`config.mk`:
```
export PLATFORM = sky130hd
export DESIGN_NAME = gpr_xfer_ctrl
export DESIGN_NICKNAME = d
export VERILOG_FILES = /design/src/rtl/gpr_xfer_ctrl.sv
export SDC_FILE = /design/constraint.sdc
export NUM_CORES = 1
export LEC_CHECK = 0
export CAP_MARGIN = 25
export CORE_ASPECT_RATIO = 0.5
export CORE_MARGIN = 2
export CORE_UTILIZATION = 52
export CTS_CLUSTER_DIAMETER = 60
export DETAILED_ROUTE_END_ITERATION = 8
export HOLD_SLACK_MARGIN = 0.08
export MAX_ROUTING_LAYER = met4
export PLACE_DENSITY = 0.86
export SLEW_MARGIN = 20
export SYNTH_ARGS = -nofsm -noshare
export SYNTH_HDL_FRONTEND = slang
export SYNTH_SLANG_ARGS = --single-unit
```
`constraint.sdc`:
```
create_clock -name clk_i -period 3.5 [get_ports clk_i]
set_input_delay 0.525 -clock clk_i [delete_from_list [all_inputs] [get_ports clk_i]]
set_output_delay 0.525 -clock clk_i [all_outputs]
set_load 0.03 [all_outputs]
```
`src/rtl/gpr_xfer_ctrl.sv`:
```
// ---------------------------------------------------------------------------
// gpr_xfer_ctrl
// Register-transfer initiator for the general-purpose register bank. It takes
// one command at a time (MOV, LOADI, INC, CLR) and drives the bank read and
// write strobes to carry it out. It then reports the written value with a
// one-cycle done pulse.
//
// Ports
//   clk_i, rst_n_i      : clock and synchronous active-low reset
//   start_i, op_i       : command request and opcode (00 MOV, 01 LOADI,
//                         10 INC, 11 CLR); sampled only in IDLE
//   src_sel_i           : source register (MOV/INC)
//   dst_sel_i           : destination register
//   imm_i               : immediate value (LOADI)
//   busy_o, done_o      : busy in every state except IDLE; done pulses in DONE
//   result_o            : last written value, held until the next DONE
//   gpr_read_o          : bank read strobe
//   gpr_rd_sel_o        : bank read select
//   gpr_rdata_i         : bank read data, valid the cycle after the read strobe
//   gpr_write_o         : bank write strobe
//   gpr_wr_sel_o        : bank write select
//   gpr_wdata_o         : bank write data
// ---------------------------------------------------------------------------
module gpr_xfer_ctrl #(
    parameter int DATA_W = 24,
    parameter int NREG   = 8,
    parameter int ADDR_W = $clog2(NREG)
) (
    input  logic              clk_i,
    input  logic              rst_n_i,
    input  logic              start_i,
    input  logic [1:0]        op_i,
    input  logic [ADDR_W-1:0] src_sel_i,
    input  logic [ADDR_W-1:0] dst_sel_i,
    input  logic [DATA_W-1:0] imm_i,
    output logic              busy_o,
    output logic              done_o,
    output logic [DATA_W-1:0] result_o,
    output logic              gpr_read_o,
    output logic [ADDR_W-1:0] gpr_rd_sel_o,
    input  logic [DATA_W-1:0] gpr_rdata_i,
    output logic              gpr_write_o,
    output logic [ADDR_W-1:0] gpr_wr_sel_o,
    output logic [DATA_W-1:0] gpr_wdata_o
);

    typedef enum logic [2:0] {
        S_IDLE, S_READ, S_CAPTURE, S_WRITE, S_DONE
    } state_e;

    localparam logic [1:0] OP_MOV   = 2'b00;
    localparam logic [1:0] OP_LOADI = 2'b01;
    localparam logic [1:0] OP_INC   = 2'b10;
    localparam logic [1:0] OP_CLR   = 2'b11;

    state_e            state_q;
    logic [1:0]        op_q;
    logic [ADDR_W-1:0] src_q;
    logic [ADDR_W-1:0] dst_q;
    logic [DATA_W-1:0] imm_q;
    logic [DATA_W-1:0] data_q;
    logic [DATA_W-1:0] result_q;
    logic [DATA_W-1:0] wdata_d;

    // Value the current command writes; INC drops the carry out of the top bit.
    always_comb begin
        wdata_d = '0;
        unique case (op_q)
            OP_MOV:   wdata_d = data_q;
            OP_INC:   wdata_d = data_q + DATA_W'(1);
            OP_LOADI: wdata_d = imm_q;
            OP_CLR:   wdata_d = '0;
            default:  wdata_d = '0;
        endcase
    end

    always_ff @(posedge clk_i) begin
        if (!rst_n_i) begin
            state_q  <= S_IDLE;
            op_q     <= '0;
            src_q    <= '0;
            dst_q    <= '0;
            imm_q    <= '0;
            data_q   <= '0;
            result_q <= '0;
        end else begin
            unique case (state_q)
                S_IDLE: begin
                    if (start_i) begin
                        op_q  <= op_i;
                        src_q <= src_sel_i;
                        dst_q <= dst_sel_i;
                        imm_q <= imm_i;
                        // Only MOV and INC need the source register.
                        state_q <= (op_i == OP_MOV || op_i == OP_INC) ? S_READ : S_WRITE;
                    end
                end
                S_READ:    state_q <= S_CAPTURE;
                S_CAPTURE: begin
                    data_q  <= gpr_rdata_i;
                    state_q <= S_WRITE;
                end
                S_WRITE: begin
                    // result changes on entry to DONE, when done goes high.
                    result_q <= wdata_d;
                    state_q  <= S_DONE;
                end
                S_DONE:    state_q <= S_IDLE;
                default:   state_q <= S_IDLE;
            endcase
        end
    end

    // All outputs decode straight from the state flop and the command
    // registers, so selects and data read as zero outside their strobe cycle.
    assign busy_o       = (state_q != S_IDLE);
    assign done_o       = (state_q == S_DONE);
    assign result_o     = result_q;
    assign gpr_read_o   = (state_q == S_READ);
    assign gpr_rd_sel_o = (state_q == S_READ)  ? src_q   : '0;
    assign gpr_write_o  = (state_q == S_WRITE);
    assign gpr_wr_sel_o = (state_q == S_WRITE) ? dst_q   : '0;
    assign gpr_wdata_o  = (state_q == S_WRITE) ? wdata_d : '0;

endmodule

```
======== After elaboration in Yosys (flattened, before gate mapping) ========
Index checks and enable logic that the tools add are counted.
W data, S select, Z words.
cells by class
  add/sub/neg operators ................... 1
  equality and inequality tests ........... 9
  muxes and demuxes ....................... 7
  reductions and logical operators ........ 6
operator list
  operator                 number
  $pmux W24 S4             1
  $add A24 B1 Y24 const B  1
  $mux W24                 1
  $pmux W3 S4              1
  $mux W3                  3
  $eq A2 B2 Y1 const B     3
  $eq A3 B2 Y1 const B     2
  $logic_not A2 Y1         2
  $eq A3 B1 Y1 const B     1
  $eq A3 B3 Y1 const B     1
  $logic_not A3 Y1         1
  $reduce_bool A3 Y1       1
  $eq A2 B1 Y1 const B     1
  $mux W2                  1
  $ne A2 B2 Y1 const B     1
  $reduce_and A2 Y1        1
  $logic_or A1 B1 Y1       1
word-level totals
  register bits after elaboration ......... 83
  input port bits ......................... 59
  output and inout bits ................... 58
  word-level logic and storage cells ...... 30

======== Depth between registers and ports, before layout ========
Gate-level depths: netlist of the first run.
  depth in word-level cells ............... 5
  depth in mapped cells ................... 7
  mapped depth without buffers ............ 6

======== Worst setup path before layout of the first run ========
Ideal clock, no wire load.
  path kind ............................... reg2out
  start ................................... register data_q[7]
  end ..................................... output gpr_wdata_o[23]
  arrival ................................. 2.030 ns
  slack ................................... 0.945 ns
  stages on the path, launching flop included .. 6
  path buffers ............................ 0
  path through ............................ dfxtp_1 -> nand3_4 -> or4_4 -> nor3_2 -> mux2_4 -> nor2_1
between the ends
  longest elaborated chain between the ends .. 3
RTL lines
  what                    RTL line  text
  start, declared         61        logic [DATA_W-1:0] data_q;
  start signal, assigned  100       data_q <= gpr_rdata_i;
  $add A24 B1 Y24         70        OP_INC: wdata_d = data_q + DATA_W'(1);
  $pmux W24 S4            68        unique case (op_q)
  $mux W24                123       assign gpr_wdata_o = (state_q == S_WRITE) ? wdata_d : '0;
  end, declared           44        output logic [DATA_W-1:0] gpr_wdata_o
No other way between the ends.

======== Worst setup path after layout of the first run ========
  start ................................... register data_q[3]
  end ..................................... output gpr_wdata_o[17]
Same word-level chain as after synthesis.

==> metrics, run 1 <==
core area=~7500 µm²; clock sink count=between 80 and 90; HP Class=reg2reg; CTS tree=done; Ant. Diodes=0; Post-DRT Antenna Nets=0; crit path max fanout=8; Overflow after GRT=0; fin crit period=roughly 3.4 ns; Final Skew=between 0.008 and 0.009 ns; # rows=22; slowest CP cell=clkdlybuf4s50_1; CP required=between 2 and 3 ns; post-synthesis register bit count=83; DRT Pass-1 Iters=5; RR Endpoint=result_o[23]; Crit Path Category=reg2out; maximum vdd drop=between 200 and 300 µV; Die Y=66.9 µm; Post-Synthesis Cells=544; Clk pin slew, worst setup/hold paths=approximately 0.07 ns; DP HPWL=roughly 8800 µm; warnings from Yosys=0; Fin. Hold Viols=0; startpoint types=register; DR vias=roughly 4.3k; Final Cell Area=between 5000 and 6000 µm²; Hold Crit Depth=2; sequential share of the synthesized area=0.404; vias per inst=about 5.6; Final setup viols=0; H-tree Lvls=3; cts hold-fix bufs=0; crit path cell chain=nand4_1 > nor4_4 > buf_4 > mux2_2 > a211oi_1 > nor2_1 > clkdlybuf4s50_1; r2r worst-path depth=5; period utilization=0.972; largest net degree at the start of global routing=37; Cell Area, Synth=about 4100 µm²; number of buffers added on ports=around 120; Die Width=~130 µm; clock latency on the worst-skew pair=between 0.3 and 0.4 ns; Worst Max-Slew Pin Slew=approximately 0.82 ns; Hold EP=src_q[1]; Clock Root Buffer=clkbuf_16; # DRC=0; Hold Startpoint=src_q[1]; CP peak stage delay=around 0.60 ns; placed cell area=roughly 5300 µm²; Tot GR Track Use=0.303; Slew headroom=0.452; Initial DRC Count=359; total wire length=~12000 µm; FF-to-FF setup slack=1.29 ns; die area=roughly 8700 µm²; Initial Utilization=0.549; Peak Freq=around 0.29 GHz; Critical Path AT=about 2.9 ns; TritonCTS buffer count=9; fraction of layout cells with a size suffix above 1=0.0906; I/O pin total=around 120; number of global-route vias before repair=around 3.9k; Post-Syn Nets=roughly 600; Top FF cell, synth=dfxtp_1; Final Max Tran Viols=0; syn avg cell area=7.56 µm²; initial antenna violation count=1; Yosys cell types=between 50 and 60; Area Overhead vs Synth=37.4%; first-pass GRT wire length=about 19000 µm; DR WL/cell=roughly 16 µm; status=completed; total power=roughly 2.4 mW; Fill cells=between 500 and 600; max_cap viols=0; RD Place Congestion=just over 0.9; number of flops mapped to enable cells by yosys=0; fin nets=706; CP Capture Type=output pin; asr flop ratio synth=0; reg-to-reg critical path startpoint=data_q[13]; Leakage=slightly above 2 nW; CTS Buffer Depth=2; Power Density=430 nW/µm²
per-layer routing:
metal,track usage,vias up,part of all wire
met5,-,-,0
met4,0.0726,0,0.014
met2,0.467,162,0.44
met3,0.0851,21,0.081
li1,-,2085,-
met1,0.397,2014,0.46
cell usage after synthesis (2+ instances only):
library cell  count  area share
nor2b_1           4      0.0061
nand4_1           7       0.011
nor2_1           38       0.035
o22ai_1           4      0.0061
o21ai_0          19       0.023
a31oi_1           2      0.0030
o31ai_2           2      0.0061
and4_4            2      0.0055
nor3_1            5      0.0061
and4_1            4      0.0085
a211oi_1          5      0.0091
o211ai_1          2      0.0036
mux2_2            3      0.0082
nand2b_1          3      0.0046
nor4_1            5      0.0076
nand2_1         136        0.12
a41oi_1           2      0.0043
clkbuf_1         28       0.026
and3_1            3      0.0046
nor4b_1           2      0.0043
o31ai_1           3      0.0055
nand3_1          11       0.013
xor2_1            2      0.0043
a2bb2oi_1         2      0.0043
o22a_1            6       0.013
a21o_1            2      0.0036
a21oi_1          84        0.10
dfxtp_1          83        0.40
buf_2             5      0.0061
nor3b_1           2      0.0036
buf_1             3      0.0027
a311oi_1          4      0.0085
and2_1           10       0.015
inv_1            10      0.0091
mux2i_1          18       0.044
power by group:
group | internal (mW) | switching (mW) | total (mW)
sequential | 1.01 | 0.0684 | 1.08
clock | 0.505 | 0.401 | 0.906
combinational | 0.198 | 0.254 | 0.451
total | 1.71 | 0.723 | 2.43
flip-flops by register name, summed over array words and instances, names as in the netlist:
register and cells:
data_q 24, dst_q 3, imm_q 24, op_q 2, result_o 24, src_q 3
state_q 3
critical path, delay by kind of cell (launching register included):
kind,cells,cell delay [ns]
buf+inv,2,0.79
simple gates,3,0.70
flops,1,0.46
mux,1,0.33
compound gates,1,0.26
through the flow:
step | utilization | cells | setup slack (ns) | TNS, ns | hold slack [ns]
final | 0.755 | 759 | 0.0969 | 0 | 0.454
after detailed placement | 0.711 | 740 | 0.465 | 0 | 0.444
after global routing | 0.755 | 759 | -0.00600 | -0.00600 | 0.474
after CTS | 0.750 | 756 | 0.0636 | 0 | 0.452
after floorplan | - | 544 | 0.945 | 0 | 0.432
after global placement | 0.709 | 739 | 0.486 | 0 | 0.437
layout by cell type (no fill, tap or decap), drive strengths merged, types with 4 or more instances in the layout:
cell / synthesis / final
a211oi: 5 / 5
a21oi: 85 / 85
a311oi: 4 / 4
and2: 12 / 12
and4: 6 / 6
buf: 10 / 21
clkbuf: 30 / 10
clkdlybuf4s50: 0 / 109
dfxtp: 83 / 83
inv: 11 / 12
mux2: 4 / 4
mux2i: 18 / 18
nand2: 137 / 137
nand3: 12 / 12
nand4: 7 / 7
nor2: 38 / 38
nor2b: 4 / 4
nor3: 6 / 6
nor4: 6 / 6
o21ai: 19 / 19
o22a: 6 / 6
o22ai: 4 / 4
o31ai: 5 / 5
how the worst max path moves through the flow:
stage | start | end | cells after the start
6_report | data_q[3] | gpr_wdata_o[17] | 7
5_1_grt | data_q[3] | gpr_wdata_o[17] | 7
4_1_cts | data_q[3] | gpr_wdata_o[17] | 6
3_5_place_dp | data_q[3] | gpr_wdata_o[17] | 6
3_3_place_gp | data_q[3] | gpr_wdata_o[17] | 6
2_1_floorplan | data_q[7] | gpr_wdata_o[23] | 5
logic make-up after synthesis:
logic type,after synthesis,synth area share
multiplexers,22,0.0557
AND/OR/NAND/NOR,242,0.274
flip-flops,83,0.404
XOR/XNOR,2,0.00426
buffers and inverters,51,0.0535
AO/OA/AOI/OAI,143,0.205
adder cells (fa/ha/maj),1,0.00304
area by class of cell:
| cell class | instances | area [µm²] | area share |
|---|---|---|---|
| timing repair buffer | 131 | 1280 | 0.227 |
| inverter | 11 | 41.3 | 0.00730 |
| sequential | 83 | 1660 | 0.294 |
| clock inverter | 6 | 48.8 | 0.00863 |
| tap | 108 | 135 | 0.0239 |
| multi-input combinational | 410 | 2250 | 0.397 |
| clock buffer | 10 | 239 | 0.0423 |
repair_timing:
action,CTS,global route
resized for setup,0,4
buffers inserted,0,3
setup endpoints to repair,0,3
No activity file was read; power rests on OpenSTA's default activity.
==> run 2, diff against run 1 <==
--- a/config.mk
+++ b/config.mk
@@ -10,9 +10,9 @@
 export CORE_MARGIN = 2
 export CORE_UTILIZATION = 52
 export CTS_CLUSTER_DIAMETER = 60
+export CTS_CLUSTER_SIZE = 10
 export DETAILED_ROUTE_END_ITERATION = 8
 export HOLD_SLACK_MARGIN = 0.08
-export MAX_ROUTING_LAYER = met4
 export PLACE_DENSITY = 0.86
 export SLEW_MARGIN = 20
 export SYNTH_ARGS = -nofsm -noshare
==> metrics, run 2 (same netlist as run 1, synthesis figures left out) <==
status=completed; Power Density=430 nW/µm² (-0.13%); Die Y=66.9 µm (unchanged); maximum vdd drop=283 µV (-4.5%); CTS Buffer Depth=2 (unchanged); DR vias=4356 (+1.7%); initial antenna violation count=0 (-1); Initial DRC Count=366 (+1.9%); fin nets=705 (-0.14%); Leakage=2.12 nW (+4.8%); core area=7490 µm² (unchanged); vias per inst=5.75 (+1.9%); # rows=22 (unchanged); Comb power frac=0.187 (about the same); die area=8680 µm² (unchanged); Critical Path AT=2.91 ns (+0.03 ns); DR WL/cell=16.7 µm (+2.6%); first-pass GRT wire length=19900 µm (+2.1%); DP HPWL=9170 µm (+4.1%); clock latency on the worst-skew pair=0.34 ns (about the same); crit path max fanout=7 (-1); fin crit period=3.44 ns (+0.0343 ns); Sw Share=0.296 (-0.00166); RD Place Congestion=0.905 (-0.87%); Hold Startpoint=dst_q[0]; clock sink count=83 (unchanged); Final setup viols=0 (unchanged); I/O pin total=117 (unchanged); most frequent cells in the layout=136 x nand2_1, 105 x clkdlybuf4s50_1, 84 x a21oi_1; TritonCTS buffer count=9 (unchanged); Fin. Hold Viols=0 (unchanged); CP Capture Type=output pin; HP Class=reg2reg; Final Max Tran Viols=0 (unchanged); Clk pin slew, worst setup/hold paths=0.06 ns (about the same); startpoint types=register; sequential share of power=0.443 (about the same); Final Skew=0.00683 ns (-0.00138 ns); number of global-route vias before repair=3996 (+1.9%); Peak Freq=0.291 GHz (-1.0%); clock share of power=0.370 (-0.002); number of buffers added on ports=116 (unchanged); commonest non-fill, non-tap cell in the layout=nand2_1; largest net degree at the start of global routing=36 (-2.7%); DRT Pass-1 Iters=5 (unchanged); crit path cell chain=ha_1 > nand3_1 > nor2_2 > a41oi_1 > a211oi_1 > nor2_1 > clkdlybuf4s50_1; P_sw=719 µW (-0.62%); H-tree Lvls=3 (unchanged); CP required=2.97 ns (about the same); Clock Root Buffer=clkbuf_16; Crit Path Category=reg2out; CP peak stage delay=0.61 ns (about the same); Initial Utilization=0.549 (unchanged); TNS Setup=0 ns (unchanged); Internal Power=1.71 mW (+0.17%); period utilization=0.982 (+0.00981); launch point of the worst path=data_q[0]; Ant. Diodes=0 (unchanged); Tot GR Track Use=0.298 (-0.00431); Area Overhead vs Synth=37.5% (about the same); fraction of layout cells with a size suffix above 1=0.0877 (-0.00294); Slew headroom=0.416 (-0.0359); CTS tree=done; slowest CP cell=clkdlybuf4s50_1; Post-DRT Antenna Nets=0 (unchanged); total wire length=12700 µm (+2.4%); final hold slack=0.450 ns (-0.00447 ns); Overflow after GRT=0 (unchanged); reg-to-reg critical path startpoint=data_q[9]; Worst Max-Slew Pin Slew=0.874 ns (+0.0537 ns); # DRC=0 (unchanged); max_cap viols=0 (unchanged); Fill cells=610 (+1.8%); Die Width=130 µm (unchanged)
==> run 2: cell types whose count changed in the layout (fill, tap and decap cells not counted), moves of 2 or more <==
cell / delta
clkinvlp_4: -2
clkdlybuf4s50_1: -4
nor4_2: -2
dlymetal6s2s_1: +4
==> run 2: final cells by class <==
cell class | instances | area, µm² | area share
Timing Repair Buffer | 130 | 1280 | 0.227
Tap cell | 108 | 135 | 0.0239
Inverter | 11 | 41.3 | 0.00730
Multi-Input combinational cell | 410 | 2250 | 0.398
Sequential cell | 83 | 1660 | 0.294
Clock buffer | 10 | 239 | 0.0422
Clock inverter | 6 | 47.5 | 0.00840
==> run 2: layer usage <==
layer  global-route usage  vias up  routed length [µm]
li1                     -     2089                   -
met1                0.406     2067                5860
met2                0.481      183                5700
met3               0.0755       17                 969
met4               0.0632        0                 144
met5                    0        -                   0
==> run 2: worst paths after layout <==
| kind | endpoint | slack [ns] | depth (start not counted) |
|---|---|---|---|
| max | gpr_wdata_o[22] | 0.06 | 7 |
| min | dst_q[0] | 0.45 | 2 |
| max reg2reg | result_o[23] | 1.28 | 5 |
| min reg2reg | dst_q[0] | 0.45 | 2 |
==> run 2: stage by stage <==
stage | setup slack [ns] | instances | util | power [mW] | area (µm²)
5_1_grt | -0.0226 | 758 | 0.756 | 2.54 | 5660
3_3_place_gp | 0.490 | 739 | 0.708 | 1.52 | 5300
4_1_cts | 0.0666 | 756 | 0.751 | 2.43 | 5620
6_report | 0.0625 | 758 | 0.756 | 2.43 | 5660
2_1_floorplan | 0.945 | 544 | - | 1.35 | 4110
3_5_place_dp | 0.361 | 740 | 0.711 | 1.54 | 5330
==> run 2: repair_timing <==
item                                    4_1_cts  5_1_grt
cloned                                        0        0
gates resized for setup                       1        7
buffers inserted                              0        2
hold buffers                                  0        0
pin swaps                                     0        2
endpoints found under the setup margin        1        3
==> run 2: critical path: cells and delay by family (launching register included) <==
kind,cells,cell delay [ns]
fa+ha+maj,1,0.24
flops,1,0.44
buf+inv,1,0.61
simple gates,3,0.69
compound gates,2,0.59
==> run 2: power by group through the flow <==
stage	logic (mW)	registers, mW	clock network [mW]
floorplan	0.259	1.09	0
global placement	0.432	1.09	0
finish	0.454	1.08	0.899
CTS	0.451	1.07	0.902
global route	0.494	1.08	0.958
detailed placement	0.447	1.09	0
==> run 3, diff against run 2 <==
--- a/config.mk
+++ b/config.mk
@@ -13,6 +13,7 @@
 export CTS_CLUSTER_SIZE = 10
 export DETAILED_ROUTE_END_ITERATION = 8
 export HOLD_SLACK_MARGIN = 0.08
+export MAX_ROUTING_LAYER = met4
 export PLACE_DENSITY = 0.86
 export SLEW_MARGIN = 20
 export SYNTH_ARGS = -nofsm -noshare
==> results of run 3 <==
No change in the layout: final DEF, timing and power equal those of run 1.
